`src/rtl/uart_packet_rx.sv`:
```
// Oversampling UART receiver that fills N_CH channel registers round-robin and
// strobes packet_done once the last channel of a packet has been written.
module uart_packet_rx #(
    parameter int CLKS_PER_BIT = 16,
    parameter int DATA_W       = 8,
    parameter int N_CH         = 2,
    parameter int PARITY_EN    = 0,
    parameter int MSB_FIRST    = 1,
    parameter int IDLE_BITS    = 32,
    localparam int PTR_W       = (N_CH > 1) ? $clog2(N_CH) : 1
) (
    input  logic                     clk,
    input  logic                     rst_n,
    input  logic                     uart_data,
    output logic [N_CH*DATA_W-1:0]   ch_data,
    output logic [N_CH-1:0]          ch_valid,
    output logic                     frame_valid,
    output logic                     frame_err,
    output logic                     packet_done,
    output logic [2:0]               state,
    output logic [PTR_W-1:0]         ch_ptr
);

    localparam int CNT_W  = $clog2(CLKS_PER_BIT + 1);
    localparam int BI_W   = (DATA_W > 1) ? $clog2(DATA_W) : 1;
    localparam int TO_MAX = IDLE_BITS * CLKS_PER_BIT;
    localparam int TO_W   = (TO_MAX > 1) ? $clog2(TO_MAX) : 1;
    localparam int C      = CLKS_PER_BIT / 2;

    localparam logic [CNT_W-1:0] SMP0     = CNT_W'(C - 1);
    localparam logic [CNT_W-1:0] SMP1     = CNT_W'(C);
    localparam logic [CNT_W-1:0] SMP2     = CNT_W'(C + 1);
    localparam logic [CNT_W-1:0] DECIDE   = CNT_W'(C + 2);
    localparam logic [CNT_W-1:0] LAST_CNT = CNT_W'(CLKS_PER_BIT - 1);
    localparam logic [BI_W-1:0]  LAST_BIT = BI_W'(DATA_W - 1);
    localparam logic [TO_W-1:0]  TO_LAST  = TO_W'(TO_MAX - 1);
    localparam logic [PTR_W-1:0] LAST_CH  = PTR_W'(N_CH - 1);

    typedef enum logic [2:0] {
        IDLE   = 3'd0,
        START  = 3'd1,
        DATA   = 3'd2,
        PARITY = 3'd3,
        STOP   = 3'd4
    } state_t;

    state_t state_q, state_n;

    logic              s1, s2, rx_prev;
    logic [CNT_W-1:0]  cnt;
    logic [BI_W-1:0]   bit_idx;
    logic [TO_W-1:0]   to_cnt;
    logic [DATA_W-1:0] shreg;
    logic              v0, v1, stop_bit, err, clr_pend;
    logic              rx, fall, maj, bit_end, timeout;
    logic              good, bad, abort, last_ch;

    assign rx      = s2;
    assign fall    = rx_prev & ~rx;
    assign maj     = (v0 & v1) | (v0 & rx) | (v1 & rx);
    assign bit_end = (cnt == LAST_CNT);
    assign last_ch = (ch_ptr == LAST_CH);
    assign state   = state_q;
    // A start edge always wins over an expiring idle timer.
    assign timeout = (state_q == IDLE) && (ch_ptr != '0) && rx && !fall && (to_cnt == TO_LAST);

    always_ff @(posedge clk or negedge rst_n) begin
        if (!rst_n) state_q <= IDLE;
        else        state_q <= state_n;
    end

    always_comb begin
        state_n = state_q;
        good    = 1'b0;
        bad     = 1'b0;
        abort   = 1'b0;
        case (state_q)
            IDLE:   if (fall) state_n = START;
            START: begin
                if (cnt == SMP2 && maj) begin
                    state_n = IDLE;
                    abort   = 1'b1;
                end else if (bit_end) begin
                    state_n = DATA;
                end
            end
            DATA:   if (bit_end && bit_idx == LAST_BIT) state_n = (PARITY_EN != 0) ? PARITY : STOP;
            PARITY: if (bit_end) state_n = STOP;
            STOP: begin
                // Leave at mid-stop-bit so a following start edge is not missed.
                if (cnt == DECIDE) begin
                    state_n = IDLE;
                    if (stop_bit && !err) good = 1'b1;
                    else                  bad  = 1'b1;
                end
            end
            default: state_n = IDLE;
        endcase
    end

    always_ff @(posedge clk or negedge rst_n) begin
        if (!rst_n) begin
            s1       <= 1'b1;
            s2       <= 1'b1;
            rx_prev  <= 1'b1;
            cnt      <= '0;
            bit_idx  <= '0;
            to_cnt   <= '0;
            shreg    <= '0;
            v0       <= 1'b1;
            v1       <= 1'b1;
            stop_bit <= 1'b0;
            err      <= 1'b0;
        end else begin
            s1      <= uart_data;
            s2      <= s1;
            rx_prev <= s2;

            if (state_q == IDLE || state_n == IDLE)   cnt <= '0;
            else if (bit_end && state_q != STOP)      cnt <= '0;
            else                                      cnt <= cnt + 1'b1;

            if (state_q != DATA) bit_idx <= '0;
            else if (bit_end)    bit_idx <= bit_idx + 1'b1;

            if (cnt == SMP0) v0 <= rx;
            if (cnt == SMP1) v1 <= rx;
            if (cnt == SMP2) begin
                case (state_q)
                    DATA:    shreg <= (MSB_FIRST != 0) ? DATA_W'({shreg, maj}) : DATA_W'({maj, shreg} >> 1);
                    PARITY:  if (^{shreg, maj}) err <= 1'b1;
                    STOP:    stop_bit <= maj;
                    default: ;
                endcase
            end
            if (state_q == IDLE) err <= 1'b0;

            if (state_q != IDLE || ch_ptr == '0 || fall || timeout) to_cnt <= '0;
            else if (rx)                                            to_cnt <= to_cnt + 1'b1;
        end
    end

    always_ff @(posedge clk or negedge rst_n) begin
        if (!rst_n) begin
            ch_data     <= '0;
            ch_valid    <= '0;
            ch_ptr      <= '0;
            frame_valid <= 1'b0;
            frame_err   <= 1'b0;
            packet_done <= 1'b0;
            clr_pend    <= 1'b0;
        end else begin
            frame_valid <= good;
            frame_err   <= bad | abort;
            packet_done <= good & last_ch;
            clr_pend    <= good & last_ch;
            if (clr_pend) ch_valid <= '0;
            if (good) begin
                for (int k = 0; k < N_CH; k++) begin
                    if (ch_ptr == PTR_W'(k)) begin
                        ch_data[k*DATA_W +: DATA_W] <= shreg;
                        ch_valid[k]                 <= 1'b1;
                    end
                end
                ch_ptr <= last_ch ? '0 : ch_ptr + 1'b1;
            end else if (bad || timeout) begin
                ch_ptr   <= '0;
                ch_valid <= '0;
            end
        end
    end

endmodule

```
`config.mk`:
```
export PLATFORM = sky130hd
export DESIGN_NAME = uart_packet_rx
export DESIGN_NICKNAME = d
export VERILOG_FILES = /design/src/rtl/uart_packet_rx.sv
export SDC_FILE = /design/constraint.sdc
export NUM_CORES = 1
export LEC_CHECK = 0
export CAP_MARGIN = 20
export CELL_PAD_IN_SITES_DETAIL_PLACEMENT = 0
export CELL_PAD_IN_SITES_GLOBAL_PLACEMENT = 1
export CORE_ASPECT_RATIO = 1.4
export CORE_MARGIN = 3
export CORE_UTILIZATION = 40
export DETAILED_ROUTE_END_ITERATION = 12
export PLACE_DENSITY_LB_ADDON = 0.25
export SLEW_MARGIN = 20
export SYNTH_ARGS = -nofsm -noshare
export SYNTH_HDL_FRONTEND = slang
export SYNTH_SLANG_ARGS = --single-unit
```
`constraint.sdc`:
```
create_clock -name clk -period 4.6 [get_ports clk]
set_clock_uncertainty 0.15 [all_clocks]
set_input_delay 0.46 -clock clk [delete_from_list [all_inputs] [get_ports clk]]
set_output_delay 0.46 -clock clk [all_outputs]
set_load 0.1 [all_outputs]
```
Yosys cells after proc, flatten, opt, wreduce, memory -nomap -nowiden
Cells that the tools add are included.
{ "op_classes": {"n_reduce_logical": 30, "muxes": 33, "n_eq_ne": 13, "n_bitwise": 10, "n_addsub": 4} }
{ "ops": {"columns": ["cell", "n"], "rows": [
  ["2-to-1 mux 3 bit", 8],
  ["== test 5 x 4 -> 1 bit, second input constant", 4],
  ["2-to-1 mux 9 bit", 2],
  ["2-to-1 mux 1 bit", 17],
  ["case mux 3 bit (5 select lines)", 1],
  ["nonzero test 2 bit", 6],
  ["2-to-1 mux 5 bit", 2],
  ["adder 9 x 1 -> 9 bit, second input constant", 1],
  ["== test 9 bit, second input constant", 1],
  ["XOR reduction 9 bit", 1],
  ["logical AND 1 bit", 8],
  ["AND reduction 2 bit", 4],
  ["== test 3 x 2 -> 1 bit, second input constant", 2],
  ["== test 3 bit, second input constant", 2],
  ["zero test 3 bit", 2],
  ["2-to-1 mux 2 bit", 3],
  ["adder 5 x 1 -> 5 bit, second input constant", 1],
  ["AND 1 bit", 5],
  ["== test 5 x 3 -> 1 bit, second input constant", 1],
  ["logical OR 1 bit", 5],
  ["adder 3 x 1 -> 3 bit, second input constant", 1],
  ["== test 3 x 1 -> 1 bit, second input constant", 1],
  ["!= test 3 x 2 -> 1 bit, second input constant", 1],
  ["!= test 3 bit, second input constant", 1],
  ["6 further kinds", 10]
]} }
{ "word_totals": {"output_inout_bits": 25, "register_bits": 57, "wordCells": 109} }

Logic depth before layout (Yosys ltp)
Gate-level depths: netlist of run 1.
{ "logic_depth": {"depth_word": 9, "mapped_depth": 7, "depth_no_buf": 7} }

Least setup slack after synthesis of run 1
OpenSTA, ideal clock, no wires.
{ "synth_timing": {"path_type": "reg-to-reg", "startpoint": "register state_q[2] (netlist: state[2])", "endpoint": "register ch_data[0]", "path_buffers": 0, "period_less_slack_ns": 2.495, "slack_ns": 2.105, "t_required_ns": 4.325, "arrival_time_ns": 2.220, "path_stages_with_launch": 4, "cell_sequence": "dfrtp_1 or3b_4 nor4_4 mux2_2"} }
{ "synth_between": {"elab_chain_cells": 3} }
{ "synth_lines": {"columns": ["element", "line_no", "source"], "rows": [
  ["from (decl)", "47", "state_t state_q, state_n;"],
  ["from (signal assigned)", "69", "else state_q <= state_n;"],
  ["== test 3 bit", "77", "case (state_q)"],
  ["2-to-1 mux 1 bit", "77", null],
  ["AND reduction 2 bit (no source line)", null, null],
  ["to (signal, indexed assignment)", "161", "ch_data[k*DATA_W +: DATA_W] <= shreg;"],
  ["to (decl)", "15", "output logic [N_CH*DATA_W-1:0] ch_data,"]
]} }
No other way between the ends.
A chain may end at the register's enable or synchronous reset.

Worst setup path after layout of run 1
{ "layout_timing": {"startpoint": "register state_q[1] (netlist: state[1])", "endpoint": "output state[1]"} }
{ "layout_rtl": {"columns": ["element", "line_no", "source"], "rows": [
  ["to (decl)", "20", "output logic [2:0] state,"]
]} }
No word-level cell between the ends.

==> results of run 1 <==
==> state kept, by name, summed over array words and instances, names as in the netlist <==
signal,count
bit_idx,3
ch_data,16
ch_ptr,1
ch_valid,2
clr_pend,1
cnt,5
err,1
frame_err,1
frame_valid,1
rx,1
rx_prev,1
s1,1
shreg,8
state,3
stop_bit,1
to_cnt,9
v0,1
v1,1
==> metrics by stage <==
step	cell area (µm²)	hold WS, ns	worst slack (ns)	utilization, %
final	3230	0.0971	1.81	51.2
after floorplan	2650	0.0144	2.10	-
after global routing	3230	0.149	1.75	51.2
after detailed placement	2970	0.198	2.19	47.2
after global placement	2970	0.197	2.20	47.2
after CTS	3230	0.132	1.81	51.2
==> Yosys cell counts (2+ instances only) <==
library cell	instances
or3_1	3
nand4b_1	2
nor2_1	12
nand2b_1	2
nand3_1	8
xnor2_1	9
nand2_1	15
a32oi_1	2
clkbuf_1	7
nor3b_1	3
dfstp_2	5
mux2_2	27
inv_1	6
nor4bb_1	2
mux2i_1	2
buf_2	2
dfrtp_1	52
ha_1	8
a211oi_1	3
nand4_1	4
xor2_1	5
o21ai_0	7
a21oi_1	10
nor3_1	3
a31oi_1	2
==> logic make-up after synthesis <==
family | after synthesis
fa+ha+maj | 9
buf+inv | 15
xor+xnor | 15
flops | 57
simple gates | 66
compound gates | 28
mux | 29
==> final timing paths <==
| check | start | endpoint | slack [ns] | depth (start not counted) |
|---|---|---|---|---|
| worst max-delay path | state[1] | state[1] | 1.81 | 1 |
| worst min register to register | s1 | rx | 0.21 | 0 |
| max in group asynchronous | rst_n | bit_idx[1] | 3.72 | 2 |
| worst min-delay path | rst_n | to_cnt[4] | 0.1 | 2 |
| min in group clk | s1 | rx | 0.21 | 0 |
| worst max register to register | state[0] | ch_data[1] | 2.30 | 3 |
==> per-layer routing <==
metal	global-route usage [%]	up-vias	part of all wire, %
met5	0	-	0
met4	9.59	0	3.1
met3	3.54	14	2.7
met2	25.1	34	51
met1	18.8	888	43
li1	-	836	-
==> layout make-up <==
cell class / count / area, µm²
fill: 579 / 3070
tap: 72 / 90.1
clock inverter: 4 / 98.8
inverter: 6 / 22.5
multi-input combinational: 147 / 1150
clock buffer: 12 / 155
sequential: 57 / 1430
timing repair buffer: 28 / 273
==> report_power, final <==
part	total [mW]	switching (mW)	internal, mW
Sequential	0.605	0.0650	0.540
Combinational	0.243	0.152	0.0906
Clock	0.590	0.199	0.391
Total	1.44	0.417	1.02
==> flow_summary_export.csv, run 1 <==
group,metric,value,unit
status,status,"completed",
floorplanning,initial_core_util,42.0,%
sta,fin_crit,2.79,ns
layout,finalNonFillerCells,326,
sta,max_freq,359,MHz
yosys,ys_types,43,
worst_setup_path,slowest_delay,1.22,ns
yosys,yosys.area_share.xor_xnor,5.49,%
layout,drive_gt1_share,22.0,%
floorplanning,rows,34,
clocking,cts_max_path_buffers,2,
floorplanning,die_height,102,µm
sta,finalHoldViolCount,0,
placed_design,place.gp.congestion,0.737,
sta,worst_pin_slew,0.991,ns
floorplanning,io_pins,28,
yosys,synth-seq-cells,57,
power,p_total,1.44,mW
routing,viasPerCell,5.44,
yosys,synthSimpleGateAreaFrac,15.3,%
grt,grt_overflow,0,
sta,rsz0062_at_grt,"no",
routing,drc,0,
sta,relSlewSlack,33.7,%
placed_design,dp_hpwl,3620,µm
worst_setup_path,crit_family,"buffers and inverters",
yosys,syn_nets,230,
grt,grt_pass1_wl,8920,µm
yosys,synth_top_family_by_area,"simple AND/OR/NAND/NOR gates",
clocking,cts_sinks,57,
clocking,cts_setup_buffers,0,
layout,final_nets,260,
yosys,netlist_area,2650,µm²
sta,fin_setup_tns,0,ns
layout,final_common_cell,"dfrtp_1",
worst_setup_path,critPathArrivalTime,2.18,ns
yosys,yosys_warnings,0,
worst_setup_path,critical_path_class,"flop to output port",
routing,ant_nets,0,
yosys,synthCells,219,
yosys,synth-edff-count,0,
routing,vias,1772,
layout,final_cell_mix,"dfrtp_1 (52), mux2_2 (27), clkdlybuf4s50_1 (26)",
grt,first_global_vias,1858,
clocking,clock_latency,0.34,ns
clocking,cts_resized,0,
grt,grt_max_degree,58,
yosys,avgSynthCellArea,12.1,µm²
worst_setup_path,required,3.99,ns
routing,drt-pass1-iter-count,4,
yosys,synthAdderAreaFrac,4.16,%
clocking,cts-root-buf,"clkbuf_8",
placed_design,placed_cells,310,
worst_setup_path,critPathBufInv,1,
yosys,yosys.area.top_type,"dfrtp_1",
yosys,synth_compound_area_share,6.43,%
routing,dr.first_iter.drc_count,53,
worst_setup_path,crit_path_end_kind,"output port",
power,power-per-cell-area,446,nW/µm²
power,vdd_drop_max,0.362,mV
yosys,synthTopCellsByArea,"dfrtp_1 (49%), mux2_2 (11%), dfstp_2 (5.0%)",
routing,routed_wl,5250,µm
routing,post_drt_wl_per_cell,16.1,µm
grt,gr-usage-all-layers,15.7,%
placed_design,io_buffers,27,
worst_setup_path,crit_path_cell_trace,"clkdlybuf4s50_1",
worst_setup_path,critical_path.slowest_cell,"clkdlybuf4s50_1",
yosys,synth_mux_area_share,12.3,%
yosys,synth_top_area_share,49.2,%
yosys,synth_ff_type,"dfrtp_1",
yosys,ys_async_sr_fraction,100,%
grt,antenna_found_initial,0,
yosys,yosysSeqAreaShare,54.2,%
worst_setup_path,crit_fanout,15,
clocking,numCtsBuffers,9,
min_path,hp-class,"primary input to async pin",
sta,fin_crit_sh,60.6,%
layout,area_delta_synth_final,21.9,%
sta,drv_slew,0,
clocking,cts_hold_buf,0,
clocking,cts_max_level,3,
floorplanning,dieArea,7640,µm²
worst_setup_path,startpoint_type,"flop",
clocking,clk_pin_slew,0.07,ns
floorplanning,die_w,74.7,µm
sta,setup_viol,0,
run,drv_cap,0,
layout,diodes,0,
clocking,tritoncts,"yes",
power,p_leak,1.41,nW
floorplanning,core_area,6300,µm²
No activity file was read; power rests on OpenSTA's default activity.
==> run 2: changes to the inputs <==
==> constraint.sdc (replaced) <==
create_clock -name clk -period 2.9 [get_ports clk]
set_clock_uncertainty 0.15 [all_clocks]
set_input_delay 0.29 -clock clk [delete_from_list [all_inputs] [get_ports clk]]
set_output_delay 0.29 -clock clk [all_outputs]
set_load 0.1 [all_outputs]
==> run 2 against run 1 <==
Compared with the run above: sequential cell count is the same; non-clock buffer count rose by 5; register-to-register slack lost 1.7 ns; hold slack better by 0.11 ns; global-route usage grew 0.38 points; count of clock-buffer cells in the layout fell by 2; routed wire length up 1.4%; sequential share of layout area is 0.93 points higher; via count up 0.73%; critical path depth up 2; largest power group unchanged.
==> flow_summary_export.csv, run 2 (same netlist as run 1, synthesis figures left out) <==
group,metric,value,unit
status,status,"completed",
layout,drive_gt1_share,32.8,%
floorplanning,core_area,6300,µm²
layout,final_common_cell,"dfrtp_1",
sta,setup_viol,0,
clocking,cts_max_level,3,
sta,drv_slew,0,
worst_setup_path,crit_family,"simple AND/OR/NAND/NOR gates",
worst_setup_path,crit_fanout,12,
worst_setup_path,critical_path.slowest_cell,"nor4_4",
grt,grt_overflow,0,
floorplanning,die_w,74.7,µm
layout,largest_register_ffs,16,
floorplanning,rows,34,
layout,top_regs,"ch_data (16), to_cnt (9), shreg (8)",
worst_setup_path,critPathArrivalTime,2.33,ns
grt,first_global_vias,1827,
clocking,clock_latency,0.34,ns
clocking,cts_resized,0,
worst_setup_path,crit_path_end_kind,"flop",
grt,gr-usage-all-layers,16.0,%
worst_setup_path,required,2.97,ns
placed_design,place.gp.congestion,0.802,
layout,fin_area,3160,µm²
layout,fin_util,50.2,%
sta,fin_hold_ws,0.207,ns
placed_design,dp_hpwl,3890,µm
worst_setup_path,crit_path_cell_trace,"or3b_4 > nor4_4 > mux2_2",
routing,vias,1785,
sta,worst_pin_slew,0.728,ns
floorplanning,io_pins,28,
clocking,numCtsBuffers,9,
placed_design,placed_cell_area,2940,µm²
worst_setup_path,critical_path_class,"flop to flop",
layout,diodes,0,
routing,post_drt_wl_per_cell,16.1,µm
worst_setup_path,slowest_delay,0.59,ns
grt,grt_pass1_wl,9010,µm
routing,viasPerCell,5.39,
run,drv_cap,0,
clocking,tritoncts,"yes",
grt,grt_max_degree,30,
layout,area_delta_synth_final,19.4,%
worst_setup_path,startpoint_type,"flop",
power,power-per-cell-area,686,nW/µm²
clocking,clk_pin_slew,0.07,ns
power,vdd_drop_max,0.371,mV
clocking,cts_sinks,57,
power,p_total,2.17,mW
sta,fin_setup_tns,0,ns
routing,drt-pass1-iter-count,4,
sta,relSlewSlack,50.8,%
placed_design,io_buffers,27,
clocking,cts-root-buf,"clkbuf_8",
routing,routed_wl,5320,µm
routing,drc,0,
layout,final_cell_mix,"dfrtp_1 (52), buf_4 (30), mux2_2 (27)",
floorplanning,die_height,102,µm
clocking,cts_max_path_buffers,2,
sta,fin_crit_sh,78.0,%
layout,final_nets,265,
floorplanning,initial_core_util,42.0,%
worst_setup_path,critPathBufInv,0,
sta,finalHoldViolCount,0,
sta,fin_crit,2.26,ns
min_path,hp-class,"primary input to async pin",
routing,ant_nets,0,
routing,dr.first_iter.drc_count,130,
floorplanning,dieArea,7640,µm²
sta,max_freq,442,MHz
grt,antenna_found_initial,0,
sta,rsz0062_at_grt,"no",
power,p_leak,1.46,nW
layout,top_register,"ch_data",
==> run 2: per-layer routing <==
metal | share of wire (%) | track usage [%] | up-vias | routed length [µm]
met5 | 0 | 0 | - | 0
met4 | 2.0 | 9.04 | 0 | 108
met3 | 3.7 | 4.43 | 9 | 197
met2 | 52 | 25.5 | 36 | 2770
met1 | 42 | 19.4 | 889 | 2240
li1 | - | - | 851 | -
==> run 2: repair_timing <==
action	CTS	global route
buffers inserted	0	0
endpoints found under the hold margin	11	0
hold buffers	1	0
==> run 2: area by class of cell <==
| class | count | area (µm²) |
|---|---|---|
| Multi-Input combinational cell | 147 | 1150 |
| Fill cell | 602 | 3140 |
| Tap cell | 72 | 90.1 |
| Clock inverter | 6 | 82.6 |
| Clock buffer | 10 | 128 |
| Inverter | 6 | 22.5 |
| Sequential cell | 57 | 1430 |
| Timing Repair Buffer | 33 | 250 |
==> run 2: worst reg2reg max path, cell delays in order, from the launching register on <==
cell and delay (ns):
dfrtp_1 0.53, or3b_4 0.46, nor4_4 0.59, mux2_2 0.41
==> run 2: path summary, 6_finish.rpt <==
check | cells past startpoint | slack, ns | start | endpoint
max | 3 | 0.64 | state[2] | ch_data[6]
min in group clk | 0 | 0.21 | s1 | rx
max reg2reg | 3 | 0.64 | state[2] | ch_data[6]
max in group asynchronous | 3 | 1.68 | rst_n | v1
min | 2 | 0.21 | rst_n | to_cnt[2]
min reg2reg | 0 | 0.21 | s1 | rx
==> run 2: where the power goes <==
part           switching, mW  internal (mW)  total (mW)  leakage [nW]
clock network          0.316          0.479       0.795         0.106
logic                  0.293          0.158       0.451         0.584
registers             0.0622          0.858       0.920         0.770
==> run 2: per-stage QoR <==
stage,std cells,setup WS (ns)
6_report,331,0.637
4_1_cts,331,0.613
5_1_grt,331,0.523
3_5_place_dp,314,0.625
2_1_floorplan,219,0.405
3_3_place_gp,314,0.711
==> run 3: changes to the inputs <==
==> constraint.sdc (replaced) <==
create_clock -name clk -period 2.2 [get_ports clk]
set_clock_uncertainty 0.15 [all_clocks]
set_input_delay 0.22 -clock clk [delete_from_list [all_inputs] [get_ports clk]]
set_output_delay 0.22 -clock clk [all_outputs]
set_load 0.1 [all_outputs]
==> run 3 against run 2 <==
Compared with the run above: sequential cell count stayed put; total power rose by 43%; critical path depth is 3 higher; count of clock-buffer cells in the layout up 2; register-to-register slack worse by 0.45 ns; cell area grew 3.2%; routed wire length up 2.4%; sequential power is 34% higher; global-route usage increased by 0.63 points; largest power group unchanged; highest routed layer unchanged.
==> flow_summary_export.csv, run 3 (same netlist as run 1, synthesis figures left out) <==
group,metric,value,unit
worst_setup_path,critPathArrivalTime,2.08,ns
floorplanning,core_area,6300,µm²
sta,finalHoldViolCount,0,
grt,gr-usage-all-layers,16.7,%
layout,diodes,0,
grt,first_global_vias,1930,
grt,grt_max_degree,58,
layout,largest_register_ffs,16,
sta,fin_crit,2.01,ns
clocking,tritoncts,"yes",
worst_setup_path,crit_path_end_kind,"flop",
floorplanning,dieArea,7640,µm²
routing,drt-pass1-iter-count,5,
worst_setup_path,crit_path_cell_trace,"inv_1 > ha_1 > nand4bb_4 > nor4_4 > buf_4 > mux2_2",
routing,drc,0,
clocking,clk_pin_slew,0.07,ns
run,drv_cap,0,
layout,register_area,1440,µm²
sta,fin_crit_sh,91.4,%
routing,dr.first_iter.drc_count,80,
power,p_leak,1.51,nW
clocking,cts_setup_buffers,0,
layout,fill_cells,568,
routing,post_drt_wl_per_cell,16.2,µm
floorplanning,die_w,74.7,µm
placed_design,placed_cell_area,3000,µm²
sta,relSlewSlack,65.6,%
power,sw_frac_of_total,28.9,%
routing,ant_nets,0,
worst_setup_path,crit_fanout,9,
power,power-per-cell-area,947,nW/µm²
grt,grt_overflow,0,
power,vdd_drop_max,0.463,mV
clocking,cts-root-buf,"clkbuf_8",
floorplanning,io_pins,28,
power,seqPwrFrac,39.9,%
sta,fin_hold_ws,0.137,ns
layout,fin_area,3260,µm²
placed_design,place_ws,0.186,ns
sta,setup_viol,0,
sta,layout_setup_ws,0.190,ns
clocking,cts_sinks,57,
worst_setup_path,slowest_delay,0.43,ns
floorplanning,rows,34,
layout,finalNonFillerCells,336,
grt,antenna_found_initial,0,
layout,final_cell_mix,"dfrtp_1 (48), buf_4 (34), mux2_2 (27)",
layout,drive_gt1_share,35.6,%
sta,max_freq,497,MHz
worst_setup_path,startpoint_type,"flop",
min_path,hp-class,"primary input to flop",
clocking,clock_latency,0.33,ns
worst_setup_path,critical_path.slowest_cell,"dfrtp_1",
clocking,cts_max_level,3,
floorplanning,initial_core_util,42.0,%
layout,fin_util,51.8,%
power,p_switching,0.891,mW
layout,final_nets,270,
sta,worst_pin_slew,0.514,ns
placed_design,place.gp.congestion,0.776,
layout,multi_input_comb_area,1150,µm²
power,combPwrFrac,20.2,%
placed_design,io_buffers,27,
worst_setup_path,required,2.27,ns
sta,drv_slew,0,
worst_setup_path,crit_family,"flip-flops",
layout,top_regs,"ch_data (16), to_cnt (9), shreg (8)",
placed_design,placed_cells,319,
sta,rsz0062_at_grt,"no",
layout,top_register,"ch_data",
clocking,cts_max_path_buffers,2,
placed_design,dp_hpwl,3770,µm
layout,final_common_cell,"dfrtp_1",
worst_setup_path,critPathBufInv,2,
worst_setup_path,critical_path_class,"flop to flop",
clocking,numCtsBuffers,9,
routing,routed_wl,5440,µm
status,status,"completed",
power,p_total,3.09,mW
layout,area_delta_synth_final,23.3,%
floorplanning,die_height,102,µm
grt,grt_pass1_wl,9390,µm
routing,vias,1787,
power,p_clk_share,39.8,%
sta,fin_setup_tns,0,ns
power,p_int,2.20,mW
routing,viasPerCell,5.32,
-- run 3: cell count changes in the layout (fill, tap and decap cells not counted), sizes merged --
cell,delta
buf,+5
clkinvlp,-1
bufinv,+1
clkbuf,+2
clkinv,-2
-- run 3: power groups by stage --
stage                     sequential, mW  combinational (mW)  clock (mW)
after floorplan                     1.31               0.349           0
after global placement              1.25               0.625           0
final                               1.23               0.625        1.23
after detailed placement            1.25               0.628           0
after CTS                           1.23               0.632        1.26
after global routing                1.25               0.686        1.31
-- run 3: layout make-up --
class / count / share of cell area [%]
Inverter: 6 / 0.691
Clock inverter: 4 / 3.03
Timing Repair Buffer: 38 / 9.21
Multi-Input combinational cell: 147 / 35.4
Clock buffer: 12 / 4.76
Sequential cell: 57 / 44.2
Tap cell: 72 / 2.76
-- run 3: layer usage --
metal	share of wire, %	GRT usage [%]
met1	42	19.1
met2	53	28.5
met3	3.3	5.02
met4	1.6	6.99
met5	0	0
-- run 3: final timing paths --
path | from | to | slack, ns | cells past startpoint
min reg2reg | s1 | rx | 0.21 | 0
min in group asynchronous | rst_n | to_cnt[3] | 0.26 | 3
max in group asynchronous | rst_n | v1 | 1.33 | 3
max reg2reg | cnt[0] | ch_data[0] | 0.19 | 6
max | cnt[0] | ch_data[0] | 0.19 | 6
min | uart_data | s1 | 0.14 | 1
-- run 3: what timing repair did --
action | CTS | global route
hold buffers | 1 | 0
gates resized for setup | 0 | 0
hold endpoints to repair | 57 | 0
==> RTL edit: new RTL, flow settings as in run 2 <==
`CLKS_PER_BIT`: 16 -> 8.
--- a/src/rtl/uart_packet_rx.sv
+++ b/src/rtl/uart_packet_rx.sv
@@ -1,7 +1,7 @@
 // Oversampling UART receiver that fills N_CH channel registers round-robin and
 // strobes packet_done once the last channel of a packet has been written.
 module uart_packet_rx #(
-    parameter int CLKS_PER_BIT = 16,
+    parameter int CLKS_PER_BIT = 8,
     parameter int DATA_W       = 8,
     parameter int N_CH         = 2,
     parameter int PARITY_EN    = 0,
Function: changed (a bounded check fails within 10 cycles, from zero or initial values and one cycle with rst_n low).
==> RTL edit against run 2 <==
- non-clock buffer count is 3 lower
- count of clock-buffer cells in the layout shrank 5
- synthesized area decreased by 2.7%
- sequential cell count fell by 2
- combinational power down 5.5%
- global-route usage decreased by 1.8 points
- critical path depth increased by 3
- fmax is 1.4% lower
- final area shrank 7.6%
- setup slack lost 0.033 ns
- routed wire length down 12%
- total power is 17% lower
- synthesized cell count fell by 8.2%
==> RTL edit: results (changes against run 2) <==
| Metric | Value |
|---|---|
| Status | `complete, no violations` |
| Post-synth cell types | `48 (+12%)` |
| Sw Share | `35.31% (+4.3 points)` |
| Post-synthesis mux area share | `14.54% (+2.3 points)` |
| Multi-input combinational cell area | `0.001104 mm^2 (-4.3%)` |
| DR iter-0 viols | `58 (-55%)` |
| Non-CTS inverters | `5 (-1)` |
| Most instantiated cells after synthesis | `50 x dfrtp_1, 19 x mux2_2, 15 x nor2_1, 10 x xnor2_1` |
| Cell Pwr Density | `616.7 mW/mm^2 (-10%)` |
| CLK BUF | `5 (-5)` |
| Vias in the first global route | `1,733 (-5.1%)` |
| Drt via density | `5.299 (-1.7%)` |
| CTS clk-pin slew, worst paths | `0.11 ns (+0.04 ns)` |
| Syn avg cell area | `12.80 um^2 (+6.0%)` |
| Fraction of area in multi-input gates | `37.79% (+1.3 points)` |
| Nonclk buf count | `30 (-9.1%)` |
| Top Registers | `ch_data: 16 flops, shreg: 8 flops, to_cnt: 8 flops` |
| Tot GR Track Use | `14.25% (-1.8 points)` |
| Synth Area in XOR/XNOR | `5.642% (+0.15 points)` |
| Fillcell total | `546 (-9.3%)` |
| Clock-cell share of area | `3.342% (-3.3 points)` |
| Dpl cells | `292 (-7.0%)` |
| Post-synthesis adder-cell area fraction | `3.842% (-0.32 points)` |
| #MultiIn Comb | `133 (-9.5%)` |
| Pre-CTS setup slack | `0.6029 ns (-0.02174 ns)` |
| Worst-case vdd ir drop | `0.0003638 V (-2.0%)` |
| Largest cells by area after synthesis | `dfrtp_1 49%, mux2_2 8.3%, dfstp_2 5.1%` |
| Leak | `1.446 nW (-1.0%)` |
| Hold Crit Class | `flip-flop to flip-flop` |
| Area after DPL | `0.002810 mm^2 (-4.4%)` |
| Worst skew pair latency | `0.31 ns (-0.03 ns)` |
| Largest net degree at the start of global routing | `48 (+60%)` |
| FF+latch area | `0.001383 mm^2 (-3.5%)` |
| Via count | `1,595 (-11%)` |
| Seq group | `917 uW (about the same)` |
| Global-route wire length before repair | `8266 um (-8.3%)` |
| Share of layout cells above drive strength 1 | `34.63% (+1.8 points)` |
| Final WL | `4682 um (-12%)` |
| Compound-gate portion of the synthesized area | `5.739% (-0.69 points)` |
| Synth Register Bits | `55 (-3.5%)` |
| Final net count | `240 (-9.4%)` |
| Post-synthesis sequential area ratio | `53.75% (-0.42 points)` |
| Signal buf overhead | `7.883% (-0.037 points)` |
| HPWL Detailed | `3282 um (-16%)` |
| Mapped Nets | `211 (-8.3%)` |
==> RTL edit: critical path, stage by stage (launching register included) <==
cell	delay [ns]
dfrtp_1	0.42
inv_1	0.11
ha_1	0.17
and3b_1	0.26
nand3_1	0.18
nor3_4	0.49
mux2_2	0.39
==> RTL edit: path summary, 6_finish.rpt <==
check                       start           to  slack [ns]  cells after the start
hold / removal                 s1           rx        0.21                      0
min in group asynchronous   rst_n       cnt[3]        0.36                      2
setup reg to reg           cnt[0]   ch_data[1]        0.60                      6
max in group asynchronous   rst_n  ch_data[14]        1.68                      3
setup / recovery           cnt[0]   ch_data[1]        0.60                      6
hold reg to reg                s1           rx        0.21                      0
==> RTL edit: metal layers <==
metal | share of wire, % | vias to the layer above | wire length [um] | global-route usage, %
li1 | - | 761 | - | -
met1 | 45 | 795 | 2122 | 17.88
met2 | 49 | 30 | 2289 | 23.57
met3 | 3.8 | 9 | 178 | 3.094
met4 | 2.0 | 0 | 92 | 5.579
met5 | 0 | - | 0 | 0
